<file path="src/rtl/shift_unit_pkg.sv">
// Shared constants and types for the multi-cycle shift/rotate unit.
// Optional carry output is enabled with SHIFT_UNIT_CARRY_EN.
package shift_unit_pkg;

    localparam int MODE_W = 3;

    localparam logic [MODE_W-1:0] MODE_SHL0 = 3'b000;
    localparam logic [MODE_W-1:0] MODE_SHL1 = 3'b001;
    localparam logic [MODE_W-1:0] MODE_SHR0 = 3'b010;
    localparam logic [MODE_W-1:0] MODE_SHR1 = 3'b011;
    localparam logic [MODE_W-1:0] MODE_ASR  = 3'b100;
    localparam logic [MODE_W-1:0] MODE_ROR  = 3'b101;
    localparam logic [MODE_W-1:0] MODE_ROL  = 3'b110;
    localparam logic [MODE_W-1:0] MODE_PASS = 3'b111;

    typedef enum logic [1:0] {
        IDLE,
        SHIFT,
        DONE
    } state_e;

endpackage

</file>
<file path="src/rtl/shift_step.sv">
// Single-position shift/rotate step, purely combinational.
// out_bit is the bit leaving the word; 0 for pass.
module shift_step
    import shift_unit_pkg::*;
#(
    parameter int WIDTH = 8
) (
    input  logic [WIDTH-1:0]  value,
    input  logic [MODE_W-1:0] mode,
    input  logic              asr_fill,
    output logic [WIDTH-1:0]  next_value,
    output logic              out_bit
);

    always_comb begin
        next_value = value;
        out_bit    = 1'b0;
        unique case (mode)
            MODE_SHL0: begin
                next_value = {value[WIDTH-2:0], 1'b0};
                out_bit    = value[WIDTH-1];
            end
            MODE_SHL1: begin
                next_value = {value[WIDTH-2:0], 1'b1};
                out_bit    = value[WIDTH-1];
            end
            MODE_SHR0: begin
                next_value = {1'b0, value[WIDTH-1:1]};
                out_bit    = value[0];
            end
            MODE_SHR1: begin
                next_value = {1'b1, value[WIDTH-1:1]};
                out_bit    = value[0];
            end
            MODE_ASR: begin
                next_value = {asr_fill, value[WIDTH-1:1]};
                out_bit    = value[0];
            end
            MODE_ROR: begin
                next_value = {value[0], value[WIDTH-1:1]};
                out_bit    = value[0];
            end
            MODE_ROL: begin
                next_value = {value[WIDTH-2:0], value[WIDTH-1]};
                out_bit    = value[WIDTH-1];
            end
            default: begin
                next_value = value;
                out_bit    = 1'b0;
            end
        endcase
    end

endmodule

</file>
<file path="src/rtl/shift_unit.sv">
// Multi-cycle shift/rotate engine: one step per clock, start/busy/done.
// Define SHIFT_UNIT_CARRY_EN to add carry output c.
module shift_unit
    import shift_unit_pkg::*;
#(
    parameter int WIDTH = 8,
    parameter int AMT_W = $clog2(WIDTH) + 1
) (
    input  logic              clk,
    input  logic              rst,
    input  logic              start,
    input  logic [WIDTH-1:0]  a,
    input  logic [MODE_W-1:0] mode,
    input  logic [AMT_W-1:0]  amt,
    output logic [WIDTH-1:0]  r,
`ifdef SHIFT_UNIT_CARRY_EN
    output logic              c,
`endif
    output logic              busy,
    output logic              done
);

    state_e              state_q, state_d;
    logic [WIDTH-1:0]    work_q, work_d;
    logic [MODE_W-1:0]   mode_q, mode_d;
    logic [AMT_W-1:0]    cnt_q, cnt_d;
    logic                fill_q, fill_d;
    logic [WIDTH-1:0]    r_q, r_d;
    logic                busy_q, busy_d;
    logic                done_q, done_d;
    logic [WIDTH-1:0]    step_value;
`ifdef SHIFT_UNIT_CARRY_EN
    logic                c_q, c_d;
    logic                step_carry;
`else
    logic                step_carry_unused;
`endif

    shift_step #(
        .WIDTH(WIDTH)
    ) u_step (
        .value      (work_q),
        .mode       (mode_q),
        .asr_fill   (fill_q),
        .next_value (step_value),
`ifdef SHIFT_UNIT_CARRY_EN
        .out_bit    (step_carry)
`else
        .out_bit    (step_carry_unused)
`endif
    );

    always_comb begin
        state_d = state_q;
        work_d  = work_q;
        mode_d  = mode_q;
        cnt_d   = cnt_q;
        fill_d  = fill_q;
        r_d     = r_q;
`ifdef SHIFT_UNIT_CARRY_EN
        c_d     = c_q;
`endif
        unique case (state_q)
            IDLE: begin
                if (start) begin
                    work_d = a;
                    mode_d = mode;
                    cnt_d  = amt;
                    fill_d = a[WIDTH-1];
                    if (amt != '0) begin
                        state_d = SHIFT;
                    end else begin
                        state_d = DONE;
                        r_d     = a;
`ifdef SHIFT_UNIT_CARRY_EN
                        c_d     = 1'b0;
`endif
                    end
                end
            end
            SHIFT: begin
                work_d = step_value;
                cnt_d  = cnt_q - 1'b1;
                // Last step publishes straight from the step network.
                if (cnt_q == AMT_W'(1)) begin
                    state_d = DONE;
                    r_d     = step_value;
`ifdef SHIFT_UNIT_CARRY_EN
                    c_d     = step_carry;
`endif
                end
            end
            DONE: begin
                state_d = IDLE;
            end
            default: begin
                state_d = IDLE;
            end
        endcase
        busy_d = (state_d != IDLE);
        done_d = (state_d == DONE);
    end

    always_ff @(posedge clk) begin
        if (rst) begin
            state_q <= IDLE;
            work_q  <= '0;
            mode_q  <= MODE_SHL0;
            cnt_q   <= '0;
            fill_q  <= 1'b0;
            r_q     <= '0;
            busy_q  <= 1'b0;
            done_q  <= 1'b0;
`ifdef SHIFT_UNIT_CARRY_EN
            c_q     <= 1'b0;
`endif
        end else begin
            state_q <= state_d;
            work_q  <= work_d;
            mode_q  <= mode_d;
            cnt_q   <= cnt_d;
            fill_q  <= fill_d;
            r_q     <= r_d;
            busy_q  <= busy_d;
            done_q  <= done_d;
`ifdef SHIFT_UNIT_CARRY_EN
            c_q     <= c_d;
`endif
        end
    end

    assign r    = r_q;
    assign busy = busy_q;
    assign done = done_q;
`ifdef SHIFT_UNIT_CARRY_EN
    assign c    = c_q;
`endif

endmodule

</file>
<file path="config.mk">
export PLATFORM = sky130hd
export DESIGN_NAME = shift_unit
export DESIGN_NICKNAME = d
export VERILOG_FILES = /design/src/rtl/shift_unit_pkg.sv /design/src/rtl/shift_step.sv /design/src/rtl/shift_unit.sv
export SDC_FILE = /design/constraint.sdc
export NUM_CORES = 1
export LEC_CHECK = 0
export CAP_MARGIN = 20
export CELL_PAD_IN_SITES_DETAIL_PLACEMENT = 0
export CELL_PAD_IN_SITES_GLOBAL_PLACEMENT = 1
export CORE_UTILIZATION = 43
export CTS_BUF_LIST = sky130_fd_sc_hd__clkbuf_4 sky130_fd_sc_hd__clkbuf_8
export DETAILED_ROUTE_END_ITERATION = 12
export PLACE_DENSITY_LB_ADDON = 0.1
export SLEW_MARGIN = 20
export SYNTH_ARGS = -nofsm -noshare
export SYNTH_HDL_FRONTEND = slang
export SYNTH_SLANG_ARGS = --single-unit
</file>
<file path="constraint.sdc">
create_clock -name clk -period 3.39 [get_ports clk]
set_input_delay 1.017 -clock clk [delete_from_list [all_inputs] [get_ports clk]]
set_output_delay 1.017 -clock clk [all_outputs]
set_load 0.01 [all_outputs]
</file>
# == Word level (Yosys, flattened, before mapping) ==
# Cells that the tools add are included.
# word_totals
wordCells,42
regBits,28
# classes
mux,13
n_eq_ne,12
reduce_logical,8
add_sub_neg,1
# op_table
cell,n
$pmux W8 S7,1
$mux W8,4
$pmux W8 S2,2
$eq A3 B3 Y1 const B,3
$pmux W4 S2,1
$eq A3 B2 Y1 const B,2
$mux W2,3
$ne A2 B2 Y1 const B,3
$eq A4 B1 Y1 const B,1
$mux W4,1
$pmux W2 S2,1
$reduce_and A2 Y1,2
$reduce_and A4 Y1,1
$reduce_bool A2 Y1,2
$reduce_bool A4 Y1,1
$sub A4 B1 Y4 const B,1
$eq A3 B1 Y1 const B,1
$logic_not A3 Y1,1
$eq A2 B1 Y1 const B,1
$eq A2 B2 Y1 const B,1
$logic_not A2 Y1,1

# == Longest topological paths before layout ==
# logic_depth
depth_word,5
ltp_mapped,6
ltp_nobuf,6

# == Cells and area by module ==
# Synthesis repeated with hierarchy kept, for this count alone.
# unflattened
hier_cells,175
hier_area_um2,1697.9
# by_module_without_submodules
module,area_each_um2,n_inst,cells_per_inst
shift_unit,1281.2,1,123
shift_step,416.6,1,52

# == Least setup slack after synthesis ==
# OpenSTA, ideal clock, no wires.
# synth_timing
path_type,input to register
start,in amt[0]
end,reg r_q[4] (netlist: r[4])
arrival_time_ps,2227
stages,4
path_buffers,1
setup_slack_ps,1026
cell_sequence,or4_4 > a221oi_4 > buf_6 > a311oi_1
# synth_via
elab_chain_cells,3
# synth_lines
item,line,text
start: declaration,shift_unit.sv:14,"input logic [AMT_W-1:0] amt,"
$reduce_bool A4 Y1,shift_unit.sv:70,if (amt != '0) begin
$ne A2 B2 Y1 (no line),--,
$reduce_and A4 Y1 (no line),--,
end signal: assignment,shift_unit.sv:123,r_q <= r_d;
end: declaration,shift_unit.sv:28,"logic [WIDTH-1:0] r_q, r_d;"
# No other way between the ends.
# A chain may end at the register's enable or synchronous reset.

# == Final worst setup path ==
# layout_timing
start,in amt[0]
end,reg r_q[7] (netlist: r[7])
# Same word-level chain as after synthesis.

==> summary.md <==
| Metric | Value |
|---|---|
| Outcome | complete, no violations |
| Reg2Reg Depth | 7 |
| Dpl cell area | about 0.0017 mm² |
| Mean post-synth cell area | 8.50 µm² |
| Worst Hold Class | flop to flop |
| Most common cell in the netlist | dfxtp_1 |
| Antenna violations before repair | 0 |
| Non-Filler Instances | 234 |
| Layout cells sized above 1 | 0.0947 |
| Leak pwr | 0.633 nW |
| Total wire length | 3360 µm |
| CORE AREA | ~0.0031 mm² |
| Root Buffer | clkbuf_4 |
| Ports | 28 |
| Worst endpoint required time | about 3.6 ns |
| Sink Count | 28 |
| Cts hold-fix bufs | 0 |
| CTS tree | built |
| Wirelength per Cell | ~14 µm |
| R2R Path End | r[7]$_SDFFE_PP0P_ |
| Ys flop type | dfxtp_1 |
| Clock skew | 0.0140 ns |
| Hold depth | 2 |
| Yosys warns | 0 |
| Dominant cell type by area after synthesis | dfxtp_1 |
| Crit Path Category | primary input to flop |
| Clk_lat worst skew | 0.33 ns |
| Final hold violations | 0 |
| Worst path max stage delay | around 0.56 ns |
| Setup_tns | 0 ns |
| CP startpoint kind | primary input |
| ANT nets after route | 0 |
| Row cnt | 20 |
| Die Ht | 60.3 µm |
| Fin nets | 211 |
| # diodes | 0 |
| Largest net degree at the start of global routing | 29 |
| Horiz. Die Dim | slightly above 60 µm |
| Final instance area | 0.00179 mm² |
| Slew Viols, Final | 0 |
| Effective utilization at floorplan | 0.468 |
| First-pass GRT wire length | roughly 5400 µm |
| RR Startpoint | cnt_q[1]$_SDFFE_PP0P_ |
| Synthesized instance count | roughly 170 |
| DRT Pass-1 Iters | 4 |
| H-tree depth | 1 |
| Peak supply drop | 0.220 mV |
| Critical path peak fanout | 18 |
| Remaining Overflow, GRT | 0 |
| Critical path, cell by cell | clkdlybuf4s50_1 -> or4_4 -> a221oi_4 -> buf_4 -> nor2_1 -> a311oi_1 |
| Most instantiated cells after synthesis | dfxtp_1, nand2_1, nor2_1 |
| Total GRT Usage | 0.200 |
| Worst path slowest cell | or4_4 |
| Vias per inst | 5.64 |
| CP endpoint kind | flop |
| Initial detailed-routing violation count | 81 |
| Hold wc startpoint | fill_q$_SDFFE_PP0P_ |
| Residual DRC | 0 |
| Number of global-route vias before repair | 1157 |
| GPL Wtd Cong | 0.787 |
| Critical Path AT | 2.84 ns |
| Tcrit/Tclk final | 0.772 |
| CTS Buffer Depth | 2 |
| Pwr Density | just over 500 mW/mm² |
| Area grow syn2layout | 22.2% |
| Post-synth cell types | 34 |
| Post-CTS setup buffers | 0 |
| DP Cell Count | 230 |
| Slew margin rel. | 0.306 |
| Post-synthesis sequential area ratio | 0.383 |
| Share of flip-flops with an asynchronous set or reset | 0 |
| Top cells by area, synth | dfxtp_1, a311oi_1, nand2_1 |
| Worst reg-to-reg setup slack | 1.42 ns |
| Die area | 0.00364 mm² |
| Max_cap viols | 0 |
| CTS buffer count | 3 |
| Post-synthesis cell area | 0.00146 mm² |
| Unrepaired setup endpoints after global routing | false |
| DP HPWL | 2370 µm |
| Routed via count | 1319 |
| Fmax | 382 MHz |
| Clock transition at path regs | around 0.15 ns |
| Least-Margin Pin Slew | 1.04 ns |
| Syn nets | 192 |
| Min Clock Period, post-route | 2.62 ns |
| Final-report setup violation count | 0 |
| EDFF count, synth | 0 |
| Seq cells post-synth | 28 |
| Synth top area share | 0.383 |
| Post_cts resized | 0 |
| Endpoint, Worst Hold | fill_q$_SDFFE_PP0P_ |
| IO buf count | 27 |
==> routing by layer <==
metal	track usage	up-vias	routed length, µm
li1	-	681	-
met2	0.281	13	1440
met4	0.0598	0	15
met1	0.310	623	1830
met5	0	-	0
met3	0.0303	2	61
==> worst max-delay path by stage <==
stage                 from           endpoint  slack [ns]  cells after the start
floorplan           amt[0]  r[4]$_SDFFE_PP0P_        1.03                      4
global placement    amt[0]  r[1]$_SDFFE_PP0P_        0.48                      6
detailed placement  amt[0]  r[3]$_SDFFE_PP0P_        0.43                      6
CTS                 amt[0]  r[3]$_SDFFE_PP0P_        0.78                      6
global route        amt[0]  r[2]$_SDFFE_PP0P_        0.67                      6
finish              amt[0]  r[7]$_SDFFE_PP0P_        0.77                      6
==> stage by stage <==
stage          power [mW]  worst slack [ns]   util  hold WS, ns
4_1_cts             0.900             0.779  0.572        0.473
2_1_floorplan       0.593              1.03      -        0.432
5_1_grt             0.949             0.668  0.572        0.506
3_5_place_dp        0.682             0.431  0.555        0.452
3_3_place_gp        0.675             0.484  0.555        0.447
6_report            0.899             0.774  0.572        0.470
==> kinds of logic after synthesis <==
| group | after synthesis | share of synthesized area |
|---|---|---|
| buffers and inverters | 17 | 0.0513 |
| adders and majority gates | 2 | 0.0171 |
| AOI/OAI and AO/OA | 55 | 0.288 |
| and+or+nand+nor | 64 | 0.214 |
| DFF | 28 | 0.383 |
| muxes | 6 | 0.0462 |
==> layout make-up <==
| cell class | instances | area (µm²) |
|---|---|---|
| clock buffers | 3 | 22.5 |
| clock inverters | 1 | 30.0 |
| fillers | 316 | 1340 |
| inverters | 2 | 7.51 |
| multi-input cells | 127 | 827 |
| flip-flops and latches | 28 | 561 |
| well taps | 44 | 55.1 |
| repair buffers | 29 | 285 |
==> worst max-delay path, delay by kind of cell <==
kind | cells | cell delay [ns]
simple gates | 2 | 0.62
compound gates | 2 | 0.52
buf+inv | 2 | 0.68
==> registers in the layout, indices dropped and copies added, names as in the netlist <==
name,count
busy,1
cnt_q,4
done,1
fill_q,1
mode_q,3
r,8
state_q,2
work_q,8
==> cell usage in the layout, fill, tap and decap left out, types with 3 or more instances in the layout <==
| master | n |
|---|---|
| a211o_1 | 7 |
| a21oi_1 | 8 |
| a311oi_1 | 16 |
| clkbuf_4 | 3 |
| clkdlybuf4s50_1 | 27 |
| dfxtp_1 | 28 |
| mux2_2 | 6 |
| nand2_1 | 22 |
| nand3_1 | 4 |
| nor2_1 | 21 |
| nor2b_1 | 3 |
| nor3b_1 | 3 |
| o21ai_0 | 3 |
| o22ai_1 | 11 |
==> report_power, final <==
part           internal, mW  leakage (nW)  switching (mW)
clock                 0.120        0.0279           0.102
sequential            0.372         0.231          0.0497
combinational         0.132         0.374           0.123
Power figures use the tool's default switching activity.
